--- src/rtl/contador_cascata.sv ---
// Cascaded multi-digit countdown timer with run/pause/done control.
// Each digit has its own modulus; a tick borrows through the chain.
module contador_cascata #(
  parameter int NDIG = 4,
  parameter int DW = 4,
  parameter logic [NDIG*DW-1:0] MODULI = {4'd6, 4'd10, 4'd6, 4'd10}
) (
  input  logic               clk,
  input  logic               clear,
  input  logic [NDIG*DW-1:0] data,
  input  logic               load,
  input  logic               start,
  input  logic               pause,
  input  logic               cancel,
  input  logic               tick,
  output logic [NDIG*DW-1:0] count,
  output logic               tc,
  output logic               running,
  output logic               done,
  output logic [1:0]         state
);

  typedef enum logic [1:0] {
    IDLE  = 2'd0,
    RUN   = 2'd1,
    PAUSE = 2'd2,
    DONE  = 2'd3
  } state_t;

  localparam int W = NDIG * DW;

  state_t         state_q, state_d;
  logic [W-1:0]   count_q, count_d;
  logic           running_q, running_d;
  logic           done_q, done_d;

  logic [W-1:0]   ld_val;
  logic [W-1:0]   dec_val;
  logic           last_unit;
  logic           is_run;
  logic           do_cancel, do_load, do_pause;
  logic           do_start, do_tick;

  assign tc        = (count_q == '0);
  assign is_run    = (state_q == RUN);
  assign last_unit = (count_q == W'(1));

  // A modulus field of zero encodes 2^DW, so it never clamps.
  always_comb begin
    logic [DW-1:0] m;
    logic [DW-1:0] v;
    ld_val = '0;
    for (int i = 0; i < NDIG; i++) begin
      m = MODULI[i*DW +: DW];
      v = data[i*DW +: DW];
      if (m != '0 && v >= m) v = m - 1'b1;
      ld_val[i*DW +: DW] = v;
    end
  end

  always_comb begin
    logic borrow;
    logic [DW-1:0] m;
    dec_val = count_q;
    borrow  = 1'b1;
    for (int i = 0; i < NDIG; i++) begin
      m = MODULI[i*DW +: DW];
      if (borrow) begin
        if (count_q[i*DW +: DW] == '0) begin
          dec_val[i*DW +: DW] = m - 1'b1;
        end else begin
          dec_val[i*DW +: DW] = count_q[i*DW +: DW] - 1'b1;
          borrow = 1'b0;
        end
      end
    end
  end

  // Ignored requests fall through to lower-priority ones.
  always_comb begin
    do_cancel = cancel;
    do_load   = !do_cancel && load && !is_run;
    do_pause  = !do_cancel && !do_load && pause && is_run;
    do_start  = !do_cancel && !do_load && !do_pause && start
                && (state_q == IDLE || state_q == PAUSE) && !tc;
    do_tick   = !do_cancel && !do_load && !do_pause && !do_start
                && tick && is_run;
  end

  always_comb begin
    state_d = state_q;
    count_d = count_q;
    done_d  = 1'b0;
    unique case (1'b1)
      do_cancel: begin
        count_d = '0;
        state_d = IDLE;
      end
      do_load: begin
        count_d = ld_val;
        if (state_q == DONE) state_d = IDLE;
      end
      do_pause: state_d = PAUSE;
      do_start: state_d = RUN;
      do_tick: begin
        if (last_unit) begin
          count_d = '0;
          state_d = DONE;
          done_d  = 1'b1;
        end else begin
          count_d = dec_val;
        end
      end
      default: ;
    endcase
    running_d = (state_d == RUN);
  end

  always_ff @(posedge clk) begin
    if (!clear) begin
      state_q   <= IDLE;
      count_q   <= '0;
      running_q <= 1'b0;
      done_q    <= 1'b0;
    end else begin
      state_q   <= state_d;
      count_q   <= count_d;
      running_q <= running_d;
      done_q    <= done_d;
    end
  end

  assign count   = count_q;
  assign running = running_q;
  assign done    = done_q;
  assign state   = state_q;

endmodule

--- config.mk ---
export PLATFORM = sky130hd
export DESIGN_NAME = contador_cascata
export DESIGN_NICKNAME = d
export VERILOG_FILES = /design/src/rtl/contador_cascata.sv
export SDC_FILE = /design/constraint.sdc
export NUM_CORES = 1
export LEC_CHECK = 0
export ABC_AREA = 1
export BUFFER_PORTS_ARGS = -buffer_cell sky130_fd_sc_hd__buf_4
export CAP_MARGIN = 20
export CORE_UTILIZATION = 39
export DETAILED_ROUTE_END_ITERATION = 7
export GPL_TIMING_DRIVEN = 0
export PLACE_DENSITY_LB_ADDON = 0.08
export RECOVER_POWER = 100
export SLEW_MARGIN = 20
export SYNTH_ARGS = -nofsm -noshare
export SYNTH_HDL_FRONTEND = slang
export SYNTH_SLANG_ARGS = --single-unit
--- constraint.sdc ---
create_clock -name clk -period 2.3 [get_ports clk]
set_input_delay 0.115 -clock clk [delete_from_list [all_inputs] [get_ports clk]]
set_output_delay 0.115 -clock clk [all_outputs]
set_load 0.03 [all_outputs]
==> reports/results.ini <==
[logic_synthesis]
synth_cell_types = 30
synthTopCellsByArea = dfxtp_1, nand2_1, inv_1
synth_seq_cells = 20
synth.top_cell.area_share_pct = 26.4
synth_ff_type = dfxtp_1
synth_edf_count = 0
async_flop_share_pct = 0
syn_inst = 234
synth_fp_nets = 264
ys_warn_count = 0
synth_most_common_cell = nand2_1
seq_area_frac_synth_pct = 26.4
synthTopCellsByCount = nand2_1, inv_1, nor2_1, nand3_1, dfxtp_1
synth_top_area_cell = dfxtp_1
syn_area_per_cell_um2 = 6.48
synth_area_um2 = 1520

[floorplanning]
initial_utilization_pct = 41.1
die_y_um = 64.3
fp.dieArea_um2 = 4140
ios = 44
rows = 22
chipWidth_um = 64.3
coreArea_um2 = 3690

[timing]
relSlewSlack_pct = 64.4
fin_crit_sh_pct = 81.9
timing.final.hold_violations = 0
setup_tns_ns = 0
final-setup-viol-count = 0
finalWorstSetupSlack_ns = 0.416
rsz0062_at_grt = no
max_freq_mhz = 531
slew_viol_final = 0
worst_slew_pin_slew_ns = 0.534
min_period_ns = 1.88
skew_ns = 0.00574

[place]
gp_congestion = 0.790
port_buffers = 42
dpl.cell_count = 324
placed_area_um2 = 1890
pre_cts_slack_ns = 0.562
dp_hpwl_um = 2770

[global_route]
antenna_found_initial = 0
grt_pass1_vias = 1352
gr-total-overflow = 0
grt_pass1_wl_um = 5770
grt_max_degree = 12
grt_util_all_layers_pct = 17.6

[detailed_routing]
met1_length_um = 1790
via_per_inst = 4.69
drc = 0
highest_layer = met4
ant_nets = 0
drt_pre_antenna_iters = 4
totalWireLength_um = 3520
wl_met3_um = 146
drt_iter0_drc = 59
wl_per_cell_um = 10.7
dr_wl_met2_um = 1560
vias = 1538

[worst_setup_path]
startpoint = count[8]
worst_ep_required_time_ns = 2.18
end_kind = output pin
critPathMaxFanout = 5
crit_chain = inv_1 > ha_1 > nand3_1 > nor2_1 > nand2_1 > inv_1 > clkbuf_1
critical_path.top_delay_family = simple AND/OR/NAND/NOR gates
crit_path_frequent_cell = inv_1
critical_path_arrival_ns = 1.77
max_stage_delay_ns = 0.34
cp-start-kind = flop
cp_slowest_cell = dfxtp_1
timing.rr.start = count[8]
critPathBufInv = 3
crit_type = flop to output pin

[cts]
cts_resized = 0
htree_levels = 1
hold_buffers = 0
clkLatencyLatePin_ns = 0.26
cts_tree = done
clockBufferDepth = 2
cts_buffers = 3
clk_pin_slew_ns = 0.08
root_buffer = clkbuf_8
clock_sinks = 20
cts_setup_buffers = 0

[pwr]
p_per_area_nw_per_um2 = 500
ir_drop_uv = 208
p_leak_nw = 0.899

[run_status]
status = completed

[finish]
nFillCells = 417
final_util_pct = 49.8
area_growth_pct = 21.2
fin_cells = 328
design_area_um2 = 1840
antenna_cells = 0
drive_above_1_share_pct = 15.4
fin_nets = 311

[min_path]
hold_start = data[1]
hold_class = input port to flop

[flow_run]
maxCapViolations = 0

==> placed cells by master, fill, tap and decap left out <==
cell type / netlist / final
buf_6: 2 / 2
nand3_4: 2 / 2
nor2_8: 1 / 1
nor2_4: 1 / 1
buf_4: 0 / 21
clkinv_1: 1 / 2
a31oi_1: 1 / 1
or2_2: 1 / 1
inv_2: 6 / 3
a21oi_1: 12 / 12
xor2_1: 5 / 5
inv_1: 36 / 38
ha_1: 7 / 7
nor2_1: 24 / 24
o22ai_1: 1 / 1
nor2_2: 2 / 2
nand2_2: 7 / 1
o21ai_0: 8 / 8
clkbuf_8: 0 / 4
o211ai_2: 1 / 1
nand4_1: 1 / 1
nand3_1: 21 / 24
clkbuf_1: 1 / 22
nor3_1: 7 / 7
a22oi_1: 1 / 1
a21oi_2: 1 / 1
o21a_1: 2 / 2
nand4_2: 1 / 1
o21ai_1: 1 / 1
nand3_2: 5 / 2
dfxtp_1: 20 / 20
nand2_1: 55 / 61
==> kinds of logic (layout without fill, tap and decap cells) <==
| kind of cell | after synthesis | after routing | synth area share, % |
|---|---|---|---|
| xor+xnor | 5 | 5 | 2.89 |
| fa+ha+maj | 7 | 7 | 5.78 |
| compound gates | 28 | 28 | 10.7 |
| simple gates | 128 | 128 | 41.9 |
| flops | 20 | 20 | 26.4 |
| buf+inv | 46 | 92 | 12.4 |
==> layer usage <==
metal	global-route usage (%)	up-vias
met3	1.96	4
li1	-	828
met2	28.6	36
met1	23.8	670
met5	0	-
met4	6.67	0
==> area by class of cell <==
cell class / count / area (um2) / area share, %
well taps: 48 / 60.1 / 3.27
plain buffers: 3 / 26.3 / 1.43
clock buffers: 4 / 55.1 / 3.00
inverters: 43 / 161 / 8.79
flip-flops and latches: 20 / 400 / 21.8
multi-input cells: 168 / 897 / 48.8
repair buffers: 42 / 236 / 12.9
==> tightest hold or removal path: stages <==
cell and delay, ns:
buf_4 0.08, nand3_1 0.07, nand3_1 0.08, nand2_1 0.04, inv_1 0.04
==> final timing paths <==
kind              cells past startpoint  slack (ns)         to
hold / removal                        5        0.19   count[1]
setup reg to reg                     12        0.43   count[9]
setup / recovery                      7        0.42         tc
hold reg to reg                       2        0.51  count[12]
==> where the power goes <==
group / internal, mW / switching [mW] / total (mW)
sequential: 0.362 / 0.0176 / 0.380
combinational: 0.0901 / 0.172 / 0.262
clock: 0.153 / 0.124 / 0.276
==> state kept, by name, indices dropped and copies added (netlist names) <==
signal,count
state,2
done,1
running,1
count,16
==> metrics by stage <==
step	total power, mW	hold slack (ns)
after floorplan	0.579	0.350
after global placement	0.674	0.474
after detailed placement	0.675	0.467
after CTS	0.953	0.196
after global routing	0.976	0.221
final	0.918	0.190
(Power assumes the default switching activity.)
